<file path="config.mk">
export PLATFORM = sky130hd
export DESIGN_NAME = emisor
export DESIGN_NICKNAME = d
export VERILOG_FILES = /design/src/rtl/emisor_pkg.sv /design/src/rtl/emisor.sv
export SDC_FILE = /design/constraint.sdc
export NUM_CORES = 1
export LEC_CHECK = 0
export ABC_CLOCK_PERIOD_IN_PS = 1570
export CAP_MARGIN = 20
export CORE_UTILIZATION = 45
export DETAILED_ROUTE_END_ITERATION = 7
export HOLD_SLACK_MARGIN = 0.06
export PLACE_DENSITY_LB_ADDON = 0.08
export SETUP_SLACK_MARGIN = 0.02
export SYNTH_ARGS = -nofsm -noshare
export SYNTH_HDL_FRONTEND = slang
export SYNTH_SLANG_ARGS = --single-unit
</file>
<file path="constraint.sdc">
create_clock -name CLK -period 1.57 [get_ports CLK]
set_input_delay 0.314 -clock CLK [delete_from_list [all_inputs] [get_ports CLK]]
set_output_delay 0.314 -clock CLK [all_outputs]
set_load 0.005 [all_outputs]
</file>
<file path="src/rtl/emisor_pkg.sv">
// Shared definitions for the emisor serial transmitter and its link partner.
// Latency: n/a (types and constants only).
// Backpressure: n/a.
package emisor_pkg;

    // Default word length; the receiver instantiation uses it too so both ends agree.
    localparam int DEFAULT_WIDTH = 16;

    // Transmitter FSM states. The S_ prefix keeps the literals clear of the GAP parameter.
    typedef enum logic [1:0] {
        S_IDLE  = 2'd0,
        S_SHIFT = 2'd1,
        S_GAP   = 2'd2
    } state_t;

endpackage

</file>
<file path="src/rtl/emisor.sv">
// Serial transmitter: takes a parallel word on load/ready and shifts it out MSB first.
// Latency: first bit and enable_out appear one cycle after acceptance; frame period WIDTH+GAP+1.
// Backpressure: ready is low during SHIFT and GAP, and load is ignored while ready is low.
//
// Ports:
//   CLK        system clock, rising edge
//   RST        synchronous active-high reset
//   data_in    parallel word, captured when load && ready
//   load       valid for data_in
//   ready      idle, a word can be accepted
//   signal_out serial data, MSB first (to receiver signal_in)
//   enable_out high for exactly WIDTH cycles per frame (to receiver enable)
//   tx_done    one-cycle pulse as the frame finishes
module emisor
    import emisor_pkg::*;
#(
    parameter int WIDTH = DEFAULT_WIDTH,
    parameter int GAP   = 2
) (
    input  logic             CLK,
    input  logic             RST,
    input  logic [WIDTH-1:0] data_in,
    input  logic             load,
    output logic             ready,
    output logic             signal_out,
    output logic             enable_out,
    output logic             tx_done
);

    localparam int BW = $clog2(WIDTH);
    localparam int GW = $clog2(GAP + 1);

    state_t           r_state;
    logic [WIDTH-1:0] r_sreg;
    logic [BW-1:0]    r_bcnt;
    logic [GW-1:0]    r_gcnt;
    logic             r_ready;
    logic             r_signal;
    logic             r_enable;
    logic             r_done;

    state_t           w_state;
    logic [WIDTH-1:0] w_sreg;
    logic [BW-1:0]    w_bcnt;
    logic [GW-1:0]    w_gcnt;
    logic             w_ready;
    logic             w_signal;
    logic             w_enable;
    logic             w_done;

    always_ff @(posedge CLK) begin
        if (RST) begin
            r_state  <= S_IDLE;
            r_sreg   <= '0;
            r_bcnt   <= '0;
            r_gcnt   <= '0;
            r_ready  <= 1'b1;
            r_signal <= 1'b0;
            r_enable <= 1'b0;
            r_done   <= 1'b0;
        end else begin
            r_state  <= w_state;
            r_sreg   <= w_sreg;
            r_bcnt   <= w_bcnt;
            r_gcnt   <= w_gcnt;
            r_ready  <= w_ready;
            r_signal <= w_signal;
            r_enable <= w_enable;
            r_done   <= w_done;
        end
    end

    // Next-state and next-output logic. signal_out, enable_out and tx_done default
    // low so they are only raised in the cycles that explicitly drive them.
    always_comb begin
        w_state  = r_state;
        w_sreg   = r_sreg;
        w_bcnt   = r_bcnt;
        w_gcnt   = r_gcnt;
        w_ready  = r_ready;
        w_signal = 1'b0;
        w_enable = 1'b0;
        w_done   = 1'b0;

        case (r_state)
            S_IDLE: begin
                w_ready = 1'b1;
                if (load) begin
                    // The MSB goes straight to the output, so the register keeps
                    // only the remaining WIDTH-1 bits, left-aligned.
                    w_signal = data_in[WIDTH-1];
                    w_enable = 1'b1;
                    w_sreg   = {data_in[WIDTH-2:0], 1'b0};
                    w_bcnt   = BW'(WIDTH - 1);
                    w_ready  = 1'b0;
                    w_state  = S_SHIFT;
                end
            end

            S_SHIFT: begin
                w_ready = 1'b0;
                if (r_bcnt != '0) begin
                    w_signal = r_sreg[WIDTH-1];
                    w_enable = 1'b1;
                    w_sreg   = {r_sreg[WIDTH-2:0], 1'b0};
                    w_bcnt   = r_bcnt - BW'(1);
                end else begin
                    // Last bit has already been on the line for one cycle.
                    w_done  = 1'b1;
                    w_gcnt  = GW'(GAP - 1);
                    w_state = S_GAP;
                end
            end

            S_GAP: begin
                w_ready = 1'b0;
                if (r_gcnt == '0) begin
                    w_ready = 1'b1;
                    w_state = S_IDLE;
                end else begin
                    w_gcnt = r_gcnt - GW'(1);
                end
            end

            default: begin
                w_ready = 1'b1;
                w_state = S_IDLE;
            end
        endcase
    end

    assign ready      = r_ready;
    assign signal_out = r_signal;
    assign enable_out = r_enable;
    assign tx_done    = r_done;

endmodule

</file>
==> results of run 1 <==
-- report_power, final --
part	internal, µW	switching [µW]
Sequential	769	42.5
Combinational	241	221
Clock	97.1	217
Total	1110	481
-- cell usage in the layout (no fill, tap or decap), types with 2 or more instances in the layout --
cell / synthesis / layout
nand2b_1: 2 / 2
a31oi_1: 3 / 3
clkbuf_4: 0 / 3
nand2_1: 31 / 31
nor3_1: 3 / 3
or3b_2: 2 / 2
buf_12: 0 / 2
a311oi_1: 14 / 14
o21bai_1: 2 / 2
inv_1: 4 / 4
buf_4: 2 / 17
nor2_1: 4 / 3
o21ai_0: 2 / 2
a21oi_1: 20 / 20
nor3b_1: 2 / 2
dfxtp_1: 27 / 26
clkdlybuf4s50_1: 0 / 22
a211oi_1: 2 / 2
-- worst max-delay path: cells and delay by family (launching register included) --
kind / cells / cell delay [ps]
AND/OR/NAND/NOR: 2 / 580
flip-flops: 1 / 350
adder cells (fa/ha/maj): 1 / 180
buffers and inverters: 2 / 170
AO/OA/AOI/OAI: 1 / 160
-- registers in the layout (all words and copies together), names as in the netlist --
name        count
r_sreg         15
r_bcnt          4
r_gcnt          2
r_state         2
enable_out      1
ready           1
signal_out      1
tx_done         1
-- what timing repair did --
action,4_1_cts,5_1_grt
gates resized for setup,2,3
pin swaps,0,6
buffers inserted,0,1
endpoints found under the setup margin,14,7
-- stage by stage --
stage | std cells | TNS (ps) | cell area (µm²) | total power [µW] | hold WS, ps
after detailed placement | 202 | -5167 | 1573 | 1268 | 468.2
after CTS | 206 | 0 | 1610 | 1575 | 489.9
after global routing | 207 | 0 | 1625 | 1683 | 519.4
after floorplan | 144 | 0 | 1214 | 1081 | 447.4
after global placement | 202 | -4602 | 1573 | 1258 | 460.7
final | 207 | 0 | 1625 | 1588 | 487.4
-- final timing paths --
path                            startpoint         end  slack, ps  depth (start not counted)
worst max register to register   r_bcnt[0]   r_bcnt[2]         70                          6
worst min-delay path             r_sreg[9]  r_sreg[10]        490                          2
worst min register to register   r_sreg[9]  r_sreg[10]        490                          2
worst max-delay path             r_bcnt[0]   r_bcnt[2]         70                          6
-- cell type report --
class	count	share of cell area [%]
flip-flops and latches	27	33.33
repair buffers	42	24.56
clock buffers	3	1.386
multi-input cells	100	37.03
inverters	4	0.9238
well taps	30	2.309
clock inverters	1	0.4619
-- cell families after synthesis --
group / after synthesis
buf+inv: 17
fa+ha+maj: 2
simple gates: 51
compound gates: 47
flops: 27
-- routing by layer --
layer / vias to the layer above / track usage, % / part of all wire, %
li1: 585 / - / -
met5: - / 0 / 0
met2: 25 / 34.16 / 47
met4: 0 / 5.263 / 0.70
met3: 2 / 2.542 / 4.2
met1: 552 / 28.32 / 48
==> results.ini, run 1 <==
[run_status]
status = finished, final reports clean

[pwr]
ir_worst_vdd_mv = 0.5494
p_leak_uw = 0.0006208
p_per_area_nw_per_um2 = 977.2

[floorplan]
coreArea_um2 = 2522
rows = 18
die_h_um = 53.93
die_w_um = 53.93
start_util_pct = 48.12
die-area_um2 = 2908
io_pins = 23

[logic_synthesis]
synth_top_family_by_area = compound AO/OA/AOI/OAI gates
synth_compound_area_share_pct = 26.19
synth.net_count = 165
synthCells = 144
synth_flop_cell = dfxtp_1
synth_area_leader_cell = dfxtp_1
syn_avg_cell_area_um2 = 8.428
synth_mux_area_share_pct = 0
synth_common_cells = 31 x nand2_1, 27 x dfxtp_1, 20 x a21oi_1
syn_area_um2 = 1214
synth_edf_count = 0
ys_top_cells_by_area = dfxtp_1 45%, a311oi_1 10%, nand2_1 9.6%
ys_seq_area_share_pct = 44.54
synth_xor_area_share_pct = 0
yosys_register_bits = 27
synth_simple_gate_area_share_pct = 20.52
ys_async_sr_fraction_pct = 0
synthAdderAreaFrac_pct = 2.062
yosys_warnings = 0
synth.most_common_cell = nand2_1
ys_types = 31
synth_top_area_share_pct = 44.54

[finish]
multi_input_area_um2 = 601.8
antennaDiodeCount = 0
seq_area_um2 = 541.8
synthToLayoutAreaGrowth_pct = 33.92
nNetsFinal = 199
drive_above_1_share_pct = 17.51
fillers = 226
utilization_pct = 64.43

[routing]
drt_pass1_iterations = 4
post_drt_wl_per_cell_um = 13.05
drt_iter0_markers = 22
ant_nets = 0
drc = 0
vias = 1164
viasPerCell = 5.623
drt_wl_total_um = 2701

[place]
portBuffers = 22
gp_congestion = 0.8655
pre_cts_ws_ps = -384.3
post-dp-hpwl_um = 1834

[timing]
worst_pin_slew_ps = 342.9
fin_skew_ps = 6.616
fmax_ghz = 0.6660
post-route-period-util_pct = 95.63
max-slew-margin-rel_pct = 77.09
slew_viol_final = 0
fin_crit_ps = 1501
setup_viol = 0
hold_violations = 0
worst_slack_ps = 68.55
rsz0062_at_grt = false

[worst_setup_path]
path_cells = inv_1, ha_2, buf_6, nand3b_1, or3b_2, a31oi_1
cp_slowest_cell = or3b_2
worstSetupStartpointType = flop
path_max_fanout = 7
cp.arrival_ps = 1770
endpoint_kind = flop
cp.required_ps = 1840
cpPeakStageDelay_ps = 470
crit_type = reg2reg

[cts]
clockRootBuffer = clkbuf_4
clock-sinks = 27
cts_max_path_buffers = 2
clock_latency_ps = 320
hold_buffers = 0
clkTransAtPathRegs_ps = 160
tritoncts = yes
cts_buffers = 3
htree_levels = 1

[global_route]
grt-ovfl-total = 0
grt_pass1_vias = 992
track_usage_pct = 20.71
grt_pass1_wl_um = 4353
antenna_found_initial = 0
grt_max_degree = 28

[run]
drv_cap = 0

[worst_hold_path]
holdCritPathClass = reg2reg

No activity file was read; power rests on OpenSTA's default activity.
==> run 2, diff against run 1 <==
--- a/config.mk
+++ b/config.mk
@@ -7,11 +7,10 @@
 export LEC_CHECK = 0
 export ABC_CLOCK_PERIOD_IN_PS = 1570
 export CAP_MARGIN = 20
-export CORE_UTILIZATION = 45
+export CORE_UTILIZATION = 40
 export DETAILED_ROUTE_END_ITERATION = 7
 export HOLD_SLACK_MARGIN = 0.06
 export PLACE_DENSITY_LB_ADDON = 0.08
-export SETUP_SLACK_MARGIN = 0.02
 export SYNTH_ARGS = -nofsm -noshare
 export SYNTH_HDL_FRONTEND = slang
 export SYNTH_SLANG_ARGS = --single-unit
==> run 2 against run 1 <==
Compared with the run above: the run now ends with design-rule violations left; worst setup slack lost 17 ps; count of clock-buffer cells in the layout stayed put; global-route usage shrank 1.8 points; wire length increased by 1.5%; sequential power about the same; die area grew 12%; via count fell by 2.3%; critical path type unchanged; largest cell class unchanged; critical path depth stayed put; clock power is 3% lower; highest routed layer unchanged.
==> results.ini, run 2 (synthesis results as in run 1) <==
[run_status]
status = complete, but fails checks
violations = design-rule violations

[timing]
setup-tns-final_ps = 0  ; unchanged
setup_viol = 0  ; unchanged
worst_pin_slew_ps = 337.9  ; -4.948 ps
fin_crit_ps = 1519  ; +17.17 ps
worst_slack_ps = 51.38  ; -17.17 ps
fmax_ghz = 0.6585  ; -1.1%
hold_ws_ps = 476.8  ; -10.57 ps
post-route-period-util_pct = 96.73  ; +1.1 points
max-slew-margin-rel_pct = 77.42  ; +0.33 points
slew_viol_final = 0  ; unchanged
hold_violations = 0  ; unchanged
fin_skew_ps = 17.88  ; +11.26 ps
rsz0062_at_grt = false

[routing]
drt_iter0_markers = 36  ; +64%
post_drt_wl_per_cell_um = 13.31  ; +2.0%
drt_pass1_iterations = 6  ; +2
drc = 2  ; +2
viasPerCell = 5.519  ; -1.8%
vias = 1137  ; -2.3%
ant_nets = 0  ; unchanged
drt_wl_total_um = 2742  ; +1.5%

[finish]
synthToLayoutAreaGrowth_pct = 32.89
largest_register_ffs = 15  ; unchanged
final_cell_mix = 31 x nand2_1, 26 x dfxtp_1, 22 x clkdlybuf4s50_1
multi_input_area_um2 = 601.8  ; unchanged
drive_above_1_share_pct = 16.57  ; -0.94 points
reg_top3 = r_sreg x15, r_bcnt x4
fillers = 258  ; +14%
final_common_cell = nand2_1
seq_area_um2 = 541.8  ; unchanged
final_cells = 206  ; -0.48%
nNetsFinal = 197  ; -1.0%
top_register = r_sreg
antennaDiodeCount = 0  ; unchanged

[cts]
clkTransAtPathRegs_ps = 160  ; about the same
clock-sinks = 27  ; unchanged
cts_buffers = 3  ; unchanged
htree_levels = 1  ; unchanged
post_cts.repair.setup_buffers = 0  ; unchanged
cts_max_path_buffers = 2  ; unchanged
clockRootBuffer = clkbuf_4
tritoncts = yes
clock_latency_ps = 330  ; about the same

[global_route]
antenna_found_initial = 0  ; unchanged
grt-ovfl-total = 0  ; unchanged
grt_pass1_wl_um = 4933  ; +13%
grt_max_degree = 28  ; unchanged
track_usage_pct = 18.93  ; -1.8 points
grt_pass1_vias = 1103  ; +11%

[pwr]
ir_worst_vdd_mv = 0.4252  ; -23%
p_leak_uw = 0.0006173  ; -0.57%
p_per_area_nw_per_um2 = 974.5  ; -0.28%
power_uw = 1572  ; -1.0%

[place]
dp_cells = 202  ; unchanged
portBuffers = 22  ; unchanged
post-dp-hpwl_um = 1817  ; -0.94%
pre_cts_ws_ps = -410.7  ; -26.45 ps
gp_congestion = 0.7413  ; -14%

[worst_hold_path]
holdCritPathClass = reg2reg

[floorplan]
coreArea_um2 = 2805  ; +11%
die_h_um = 57.09  ; +5.9%
die-area_um2 = 3259  ; +12%
rows = 19  ; +1
die_w_um = 57.09  ; +5.9%
start_util_pct = 43.26  ; -4.9 points
io_pins = 23  ; unchanged

[worst_setup_path]
cp.required_ps = 1810  ; -30 ps
crit_type = reg2reg
endpoint_kind = flop
path_max_fanout = 7  ; unchanged
worstSetupStartpointType = flop
rrSetupSlack_ps = 50  ; -20 ps
cp.arrival_ps = 1760  ; about the same

[run]
drv_cap = 0  ; unchanged

## run 2: cell count changes in the layout (fill, tap and decap cells not counted), sizes merged
| cell | change |
|---|---|
| buf | -2 |
| clkinv | +1 |
| clkinvlp | -1 |
## run 2: worst paths after layout
path / from / end / cells past startpoint
setup / recovery: r_bcnt[0] / signal_out / 6
hold / removal: r_sreg[2] / r_sreg[3] / 2
setup reg to reg: r_bcnt[0] / signal_out / 6
hold reg to reg: r_sreg[2] / r_sreg[3] / 2
## run 2: where the power goes
group          internal, µW  switching (µW)  total, µW
logic                   236             220        457
registers               769            40.6        810
clock network          95.4             210        305
## run 2: cell type report
type	count	area share [%]
multi-input combinational	100	37.32
inverter	4	0.9310
tap	31	2.405
sequential	27	33.59
clock buffer	3	1.396
clock inverter	1	0.3103
timing repair buffer	40	24.05
## run 2: worst max-delay path, stage by stage (launching register included)
cell and delay, ps:
dfxtp_2 350, inv_1 50, ha_2 190, buf_6 120
or3b_2 440, a32oi_1 220, nor3_1 70
## run 2: timing repair
item,CTS,global route
resized for setup,2,4
hold buffers,0,0
gates cloned,0,0
endpoints found under the setup margin,14,13
pin swaps,0,3
## run 2: per-layer routing
layer	track usage (%)	share of wire [%]
met5	0	0
met2	29.75	46
met1	27.20	50
met4	5.226	0.62
met3	2.721	3.2
## run 2: metrics by stage
stage,area (µm²),util [%]
CTS,1602,57.09
detailed placement,1567,55.84
floorplan,1214,-
finish,1613,57.49
global route,1613,57.49
global placement,1567,55.84
